[config.mk]
export PLATFORM = sky130hd
export DESIGN_NAME = mux_bus_slave
export DESIGN_NICKNAME = d
export VERILOG_FILES = /design/src/rtl/mux_bus_slave.sv
export SDC_FILE = /design/constraint.sdc
export NUM_CORES = 1
export LEC_CHECK = 0
export ABC_AREA = 1
export CAP_MARGIN = 20
export CELL_PAD_IN_SITES_DETAIL_PLACEMENT = 0
export CELL_PAD_IN_SITES_GLOBAL_PLACEMENT = 1
export CORE_MARGIN = 2
export CORE_UTILIZATION = 44
export DETAILED_ROUTE_END_ITERATION = 10
export GPL_ROUTABILITY_DRIVEN = 0
export PLACE_DENSITY = 0.79
export SLEW_MARGIN = 20
export SYNTH_ARGS = -nofsm -noshare
export SYNTH_HDL_FRONTEND = slang
export SYNTH_SLANG_ARGS = --single-unit
[constraint.sdc]
create_clock -name clk -period 5.9 [get_ports clk]
set_input_delay 0.885 -clock clk [delete_from_list [all_inputs] [get_ports clk]]
set_output_delay 0.885 -clock clk [all_outputs]
set_load 0.02 [all_outputs]
[src/rtl/mux_bus_slave.sv]
// mux_bus_slave: register-file slave on a multiplexed address/data bus.
// Latches an address on ALE, then serves a write or a wait-stated read
// during the following En pulse. Counts completed transfers, flags
// protocol violations, and exposes a combinational peek port.
module mux_bus_slave #(
    parameter int unsigned ADDR_W    = 4,
    parameter int unsigned DATA_W    = 8,
    parameter int unsigned READ_WAIT = 1
) (
    input  logic              clk,
    input  logic              rst,
    input  logic              ale,
    input  logic              en,
    input  logic              rw,
    input  logic [DATA_W-1:0] ad_in,
    output logic [DATA_W-1:0] ad_out,
    output logic              ad_oe,
    output logic              ready,
    output logic              err,
    input  logic              err_clr,
    output logic [7:0]        xfer_cnt,
    input  logic [ADDR_W-1:0] dbg_sel,
    output logic [DATA_W-1:0] dbg_data
);

    localparam int unsigned DEPTH     = 2 ** ADDR_W;
    localparam logic [2:0]  WAIT_INIT = 3'(READ_WAIT);
    localparam logic        NO_WAIT   = (READ_WAIT == 0);

    typedef enum logic [2:0] {
        IDLE,
        ARMED,
        RWAIT,
        RDATA,
        HOLD
    } state_t;

    state_t            state;
    state_t            state_n;
    logic [ADDR_W-1:0] addr;
    logic [DATA_W-1:0] mem [DEPTH];
    logic [2:0]        wcnt;

    // Per-cycle action strobes decoded by the FSM
    logic latch_addr;
    logic do_write;
    logic start_read;
    logic enter_rdata;
    logic wcnt_dec;
    logic finish_read;
    logic abort_read;
    logic err_set;

    // State register
    always_ff @(posedge clk or posedge rst) begin
        if (rst) begin
            state <= IDLE;
        end else begin
            state <= state_n;
        end
    end

    // Next-state and action decode; ALE outside IDLE/ARMED only raises err
    always_comb begin
        state_n     = state;
        latch_addr  = 1'b0;
        do_write    = 1'b0;
        start_read  = 1'b0;
        enter_rdata = 1'b0;
        wcnt_dec    = 1'b0;
        finish_read = 1'b0;
        abort_read  = 1'b0;
        err_set     = 1'b0;
        unique case (state)
            IDLE: begin
                if (en) begin
                    err_set = 1'b1;
                    state_n = HOLD;
                end else if (ale) begin
                    latch_addr = 1'b1;
                    state_n    = ARMED;
                end
            end
            ARMED: begin
                if (en && ale) begin
                    err_set = 1'b1;
                    state_n = HOLD;
                end else if (en) begin
                    if (rw) begin
                        start_read = 1'b1;
                        state_n    = NO_WAIT ? RDATA : RWAIT;
                    end else begin
                        do_write = 1'b1;
                        state_n  = HOLD;
                    end
                end else if (ale) begin
                    latch_addr = 1'b1;
                end
            end
            RWAIT: begin
                if (ale) begin
                    err_set = 1'b1;
                end
                if (!en) begin
                    err_set    = 1'b1;
                    abort_read = 1'b1;
                    state_n    = IDLE;
                end else if (wcnt == 3'd1) begin
                    enter_rdata = 1'b1;
                    state_n     = RDATA;
                end else begin
                    wcnt_dec = 1'b1;
                end
            end
            RDATA: begin
                if (ale) begin
                    err_set = 1'b1;
                end
                if (!en) begin
                    finish_read = 1'b1;
                    state_n     = IDLE;
                end
            end
            HOLD: begin
                if (ale) begin
                    err_set = 1'b1;
                end
                if (!en) begin
                    state_n = IDLE;
                end
            end
            default: state_n = IDLE;
        endcase
    end

    // Address latch, register file and read-wait counter
    always_ff @(posedge clk or posedge rst) begin
        if (rst) begin
            addr <= '0;
            wcnt <= '0;
            for (int unsigned i = 0; i < DEPTH; i++) begin
                mem[i] <= '0;
            end
        end else begin
            if (latch_addr) begin
                addr <= ad_in[ADDR_W-1:0];
            end
            if (do_write) begin
                mem[addr] <= ad_in;
            end
            if (start_read) begin
                wcnt <= WAIT_INIT;
            end else if (wcnt_dec) begin
                wcnt <= wcnt - 3'd1;
            end
        end
    end

    // Registered bus outputs, transfer counter and sticky error flag
    always_ff @(posedge clk or posedge rst) begin
        if (rst) begin
            ad_out   <= '0;
            ad_oe    <= 1'b0;
            ready    <= 1'b0;
            err      <= 1'b0;
            xfer_cnt <= '0;
        end else begin
            if (start_read) begin
                ad_out <= mem[addr];
                ad_oe  <= 1'b1;
                ready  <= NO_WAIT;
            end else if (enter_rdata) begin
                ready <= 1'b1;
            end else if (finish_read || abort_read) begin
                ad_out <= '0;
                ad_oe  <= 1'b0;
                ready  <= 1'b0;
            end
            if (do_write || finish_read) begin
                xfer_cnt <= xfer_cnt + 8'd1;
            end
            err <= err_set | (err & ~err_clr);
        end
    end

    assign dbg_data = mem[dbg_sel];

endmodule

==> impl_metrics.csv, run 1 <==
group,metric,value,unit
setup_path,slowest_stage,"inv_1",
sta,fin_crit,4140,ps
setup_path,timing.rr.start,"addr[0]$_DFFE_PP0P_",
sta,period_share,0.702,
setup_path,slowest_delay,650,ps
layout,diodes,0,
power,swShare,0.381,
synth,synth_cell_types,27,
clocking,numCtsBuffers,17,
min_path,min_from,"mem[31]$_DFFE_PP0P_",
sta,hold_violations,0,
routing,firstDrtPassIters,5,
synth,syn_area,0.00865,mm^2
global_routing,grt_overflow_total,0,
die,die_w,144,um
die,die_area,0.0208,mm^2
layout,fin_cells,1515,
run,maxCapViolCount,0,
place,post-place-ws,1820,ps
setup_path,start_kind,"input port",
sta,fmax,241,MHz
sta,rsz0062_at_grt,"false",
power,p_leak,4.73,nW
power,p_per_area,371,mW/mm^2
power,p_int,2.25,mW
clocking,cts.sinks,157,
power,seq_power_share,0.404,
clocking,cts_resized,0,
power,p_comb_frac,0.288,
sta,finalSetupTns,0,ps
setup_path,crit_path_start,"dbg_sel[2]",
synth,ys_seq_elements,157,
routing,viasPerCell,5.23,
layout,drive_gt1_frac,0.0512,
layout,syn2layout_area_growth,13.0,%
sta,slew_viol_final,0,
clocking,cts_buffer_depth,2,
setup_path,required,5020,ps
synth,ys_seq_area_frac,0.454,
die,rows,51,
clocking,post_cts_buffers,0,
synth,syn_avg_cell_area,6.99,um^2
clocking,cts_htree_levels,4,
power,p_switching,1.38,mW
synth,syn_nets,1259,
synth,synth-edff-count,0,
die,io_pins,45,
global_routing,grt_use_total,0.272,
routing,drt_iter0_drc,647,
routing,num_vias,7918,
synth,synth_ff_type,"dfrtp_1",
setup_path,cp_max_fo,17,
power,p_clk_frac,0.307,
global_routing,grt_pass1_vias,7250,
sta,finClkSkew,7.42,ps
sta,slew_headroom,0.366,
global_routing,grt_max_degree,97,
place,dpl.hpwl,17.1,mm
setup_path,path_class,"input port to primary output",
sta,worst_slack,1760,ps
routing,ant_nets,0,
synth,synthCells,1238,
die,die_h,144,um
layout,design_area,0.00977,mm^2
clocking,holdBufCountCts,0,
clocking,path_clk_slew,60,ps
sta,finalSetupViolations,0,
routing,wl,27.0,mm
synth,synthArstFlopShare,1.00,
clocking,clock_tree.root_cell,"clkbuf_16",
power,vdd_drop_max,0.000198,V
place,dp.cells,1484,
global_routing,grt_pass1_wl,42.4,mm
die,core,0.0194,mm^2
sta,holdWs,486,ps
clocking,cts_tree,"built",
clocking,clk_latency,430,ps
place,portBuffers,44,
min_path,hold_path.class,"register to register",
layout,final_nets,1259,
setup_path,end_kind,"primary output",
routing,drc_errors,0,
routing,avgRoutedWirePerCell,17.8,um
die,initial_core_util,0.446,
setup_path,worstPathCellList,"clkdlybuf4s50_1, buf_4, inv_1, nand3_1, nand3_1, nand2_1, clkdlybuf4s50_1",
place,postPlaceCellArea,0.00918,mm^2
run_status,status,"finished, final reports clean",
sta,tightest_slew,951,ps
synth,yosys_warnings,0,
global_routing,grt_antenna_before_repair,0,
setup_path,critPathArrivalTime,3260,ps
-- power groups by stage --
stage / combinational [mW] / sequential (mW) / clock [mW]
after detailed placement: 1.04 / 1.48 / 0
final: 1.05 / 1.47 / 1.12
after global routing: 1.18 / 1.49 / 1.17
after CTS: 1.04 / 1.46 / 1.13
after global placement: 1.04 / 1.48 / 0
after floorplan: 0.690 / 1.46 / 0
-- area by class of cell --
cell class              instances  area, um^2
multi-input cells             911        4040
fillers                      2001        9630
repair buffers                 54         508
clock buffers                  19         453
inverters                      97         369
flip-flops and latches        157        3930
well taps                     265         332
clock inverters                12         138
-- cells in the final DEF, fill, tap and decap left out, drive strengths merged, types with 2 or more instances in the layout --
cell type	instances
a21oi	37
clkinv	6
inv	99
bufinv	2
clkinvlp	2
xnor2	3
buf	12
nor2	18
nand2	561
nand3	65
xor2	3
ha	3
nor3	3
o211ai	33
dfrtp	157
clkdlybuf4s50	42
clkbuf	19
o21ai	181
-- path summary, 6_finish.rpt --
kind                       slack [ps]                  end  depth (start not counted)
min in group asynchronous         930  mem[37]$_DFFE_PP0P_                          2
min                               490  mem[31]$_DFFE_PP0P_                          2
max reg2reg                      3520  mem[20]$_DFFE_PP0P_                          5
max                              1760          dbg_data[6]                          7
min reg2reg                       490  mem[31]$_DFFE_PP0P_                          2
max in group asynchronous        3820  addr[0]$_DFFE_PP0P_                          3
-- state kept, by name, indices dropped and copies added (netlist names) --
| name | cells |
|---|---|
| wcnt | 3 |
| ad_out | 8 |
| state | 3 |
| ad_oe | 1 |
| ready | 1 |
| xfer_cnt | 8 |
| addr | 4 |
| mem | 128 |
| err | 1 |
-- per-layer routing --
metal | share of wire | track usage | vias up | wire length (um)
li1 | - | - | 3945 | -
met1 | 0.47 | 0.395 | 3676 | 12600
met2 | 0.44 | 0.407 | 251 | 11800
met3 | 0.066 | 0.0464 | 46 | 1770
met4 | 0.028 | 0.103 | 0 | 756
met5 | 0 | 0 | - | 0
-- cell usage after synthesis, types with 6 or more instances --
| cell | n | area [um^2] |
|---|---|---|
| nand2_1 | 551 | 2070 |
| dfrtp_1 | 157 | 3930 |
| o21ai_0 | 115 | 576 |
| inv_1 | 94 | 353 |
| o21ai_1 | 66 | 330 |
| nand3_1 | 65 | 325 |
| clkbuf_1 | 45 | 169 |
| a21oi_1 | 37 | 185 |
| o211ai_1 | 33 | 248 |
| buf_2 | 20 | 100 |
| nor2_1 | 15 | 56.3 |
| nand2_2 | 9 | 56.3 |
| buf_1 | 6 | 22.5 |
-- worst max-delay path, delay by kind of cell --
kind	cells	cell delay (ps)
buffers and inverters	4	1790
AND/OR/NAND/NOR	3	560
-- metrics by stage --
step	power, mW	utilization
3_5_place_dp	2.52	0.473
6_report	3.63	0.504
3_3_place_gp	2.52	0.473
2_1_floorplan	2.15	-
5_1_grt	3.85	0.504
4_1_cts	3.64	0.504
-- cell families after synthesis --
family | Yosys count | synth area share
fa+ha+maj | 3 | 0.00434
simple gates | 648 | 0.299
buf+inv | 170 | 0.0784
flops | 157 | 0.454
compound gates | 254 | 0.158
xor+xnor | 6 | 0.00608
(Power assumes the default switching activity.)
==> inputs of run 2 (changes only) <==
==> constraint.sdc (replaced) <==
create_clock -name clk -period 4.05 [get_ports clk]
set_input_delay 0.6075 -clock clk [delete_from_list [all_inputs] [get_ports clk]]
set_output_delay 0.6075 -clock clk [all_outputs]
set_load 0.02 [all_outputs]
==> run 2 against run 1 <==
  * Sequential share of layout area decreased by 0.22 points
  * First-iteration DRC count decreased by 2.9%
  * Setup slack got worse by 770 ps
  * Critical endpoint is now dbg_data[1]
  * Largest cell class unchanged
==> impl_metrics.csv, run 2 (synthesis gave the netlist of run 1 again) <==
group,metric,value,unit
layout,drive_gt1_frac,0.0511,
layout,fin_cells,1518,
place,portBuffers,44,
global_routing,grt_use_met2,0.412,
clocking,numCtsBuffers,17,
sta,fin_crit,3060,ps
sta,worst_slack,987,ps
power,swShare,0.376,
setup_path,reg2reg_slack,1750,ps
sta,rsz0062_at_grt,"false",
sta,finalSetupTns,0,ps
routing,drt_iter0_drc,628,
place,postPlaceCellArea,0.00923,mm^2
clocking,path_clk_slew,60,ps
min_path,min_to,"xfer_cnt[6]$_DFFE_PP0P_",
layout,diodes,0,
clocking,cts.sinks,157,
global_routing,grt_overflow_total,0,
clocking,post_cts_buffers,0,
routing,wl,26.6,mm
power,seq_power_share,0.401,
sta,holdWs,487,ps
setup_path,start_kind,"input port",
sta,slew_headroom,0.358,
sta,tightest_slew,963,ps
global_routing,grt_max_degree,71,
place,dpl.hpwl,17.1,mm
die,die_w,144,um
global_routing,grt_pass1_wl,42.1,mm
layout,layout_commonest_cell,"nand2_1",
clocking,clock_tree.root_cell,"clkbuf_16",
routing,num_vias,7926,
layout,largest_reg_flops,128,
power,p_leak,4.74,nW
layout,design_area,0.00983,mm^2
global_routing,grtUsageMet1,0.400,
routing,avgRoutedWirePerCell,17.5,um
setup_path,path_class,"input port to primary output",
setup_path,end_kind,"primary output",
die,io_pins,45,
sta,finalSetupViolations,0,
power,p_per_area,541,mW/mm^2
global_routing,grt.busiest_layer,"met2",
clocking,cts_resized,0,
sta,finClkSkew,14.0,ps
routing,drc_errors,0,
layout,final_cell_mix,"551 x nand2_1, 156 x dfrtp_1, 115 x o21ai_0, 93 x inv_1, 66 x o21ai_1",
run_status,status,"finished, final reports clean",
layout,reg_top3,"mem: 128 flops, ad_out: 8 flops, xfer_cnt: 8 flops",
die,die_area,0.0208,mm^2
global_routing,met3_usage,0.0430,
die,rows,51,
power,vdd_drop_max,0.000317,V
power,p_switching,2.00,mW
sta,fmax,327,MHz
sta,hold_violations,0,
routing,firstDrtPassIters,5,
power,p_clk_frac,0.311,
clocking,cts_htree_levels,4,
setup_path,required,3440,ps
global_routing,grt_pass1_vias,7344,
layout,final_nets,1261,
setup_path,reg2reg_depth,4,
setup_path,critPathArrivalTime,2460,ps
die,initial_core_util,0.446,
die,die_h,144,um
routing,ant_nets,0,
clocking,cts_tree,"built",
power,p_comb_frac,0.288,
sta,slew_viol_final,0,
min_path,min_from,"xfer_cnt[6]$_DFFE_PP0P_",
sta,period_share,0.756,
run,maxCapViolCount,0,
min_path,hold_depth,1,
place,post-place-ws,1040,ps
clocking,clk_latency,440,ps
clocking,holdBufCountCts,0,
layout,syn2layout_area_growth,13.6,%
global_routing,grt_use_total,0.270,
setup_path,cp_max_fo,68,
clocking,cts_buffer_depth,2,
routing,viasPerCell,5.22,
layout,fillers,2044,
place,dp.cells,1486,
die,core,0.0194,mm^2
setup_path,r2r_end,"mem[19]$_DFFE_PP0P_",
global_routing,grt_antenna_before_repair,0,
min_path,hold_path.class,"register to register",
power,p_int,3.32,mW
setup_path,timing.rr.start,"addr[0]$_DFFE_PP0P_",
layout,max_flop_register,"mem",
==> run 2: cell types whose count changed in the layout (fill, tap and decap cells not counted) <==
cell,delta
buf_12,+3
clkbuf_1,+3
clkinv_4,-4
inv_6,-3
clkinv_2,+1
bufinv_16,+1
clkbuf_8,-1
buf_4,-1
clkinvlp_4,+4
==> run 2: worst max-delay path by stage <==
stage | start | end | slack, ps | cells past startpoint
2_1_floorplan | rst | ad_oe$_DFFE_PP0P_ | 1460 | 1
6_report | dbg_sel[0] | dbg_data[1] | 990 | 8
5_1_grt | dbg_sel[0] | dbg_data[0] | 880 | 8
3_5_place_dp | dbg_sel[0] | dbg_data[1] | 1040 | 7
4_1_cts | dbg_sel[0] | dbg_data[1] | 1030 | 7
3_3_place_gp | dbg_sel[0] | dbg_data[0] | 1030 | 7
==> run 2: power groups by stage <==
| stage | registers, mW | logic (mW) | clock network (mW) |
|---|---|---|---|
| 5_1_grt | 2.17 | 1.71 | 1.74 |
| 3_5_place_dp | 2.15 | 1.52 | 0 |
| 6_report | 2.13 | 1.53 | 1.65 |
| 3_3_place_gp | 2.15 | 1.51 | 0 |
| 2_1_floorplan | 2.13 | 1.01 | 0 |
| 4_1_cts | 2.13 | 1.53 | 1.67 |
==> run 2: final cells by class <==
| cell class | count | area, um^2 | share of cell area |
|---|---|---|---|
| clock inverter | 11 | 143 | 0.0145 |
| timing repair buffer | 56 | 561 | 0.0570 |
| clock buffer | 21 | 450 | 0.0458 |
| inverter | 97 | 368 | 0.0374 |
| multi-input combinational | 911 | 4040 | 0.411 |
| tap | 265 | 332 | 0.0337 |
| sequential | 157 | 3930 | 0.400 |
==> run 2: per-stage QoR <==
| stage | util | power [mW] |
|---|---|---|
| 6_report | 0.507 | 5.32 |
| 5_1_grt | 0.507 | 5.63 |
| 4_1_cts | 0.507 | 5.33 |
| 3_5_place_dp | 0.476 | 3.68 |
| 3_3_place_gp | 0.476 | 3.66 |
| 2_1_floorplan | - | 3.14 |
==> run 2: per-layer routing <==
layer	vias up	routed length, um
met5	-	0
met2	226	12100
met3	29	1580
met4	0	450
met1	3720	12500
li1	3951	-
==> run 2: worst max-delay path: stages <==
cell	delay (ps)
buf_4	330
buf_12	310
a21oi_1	100
o21ai_0	100
nand3_1	140
nand3_1	160
nand2_1	110
clkdlybuf4s50_1	550
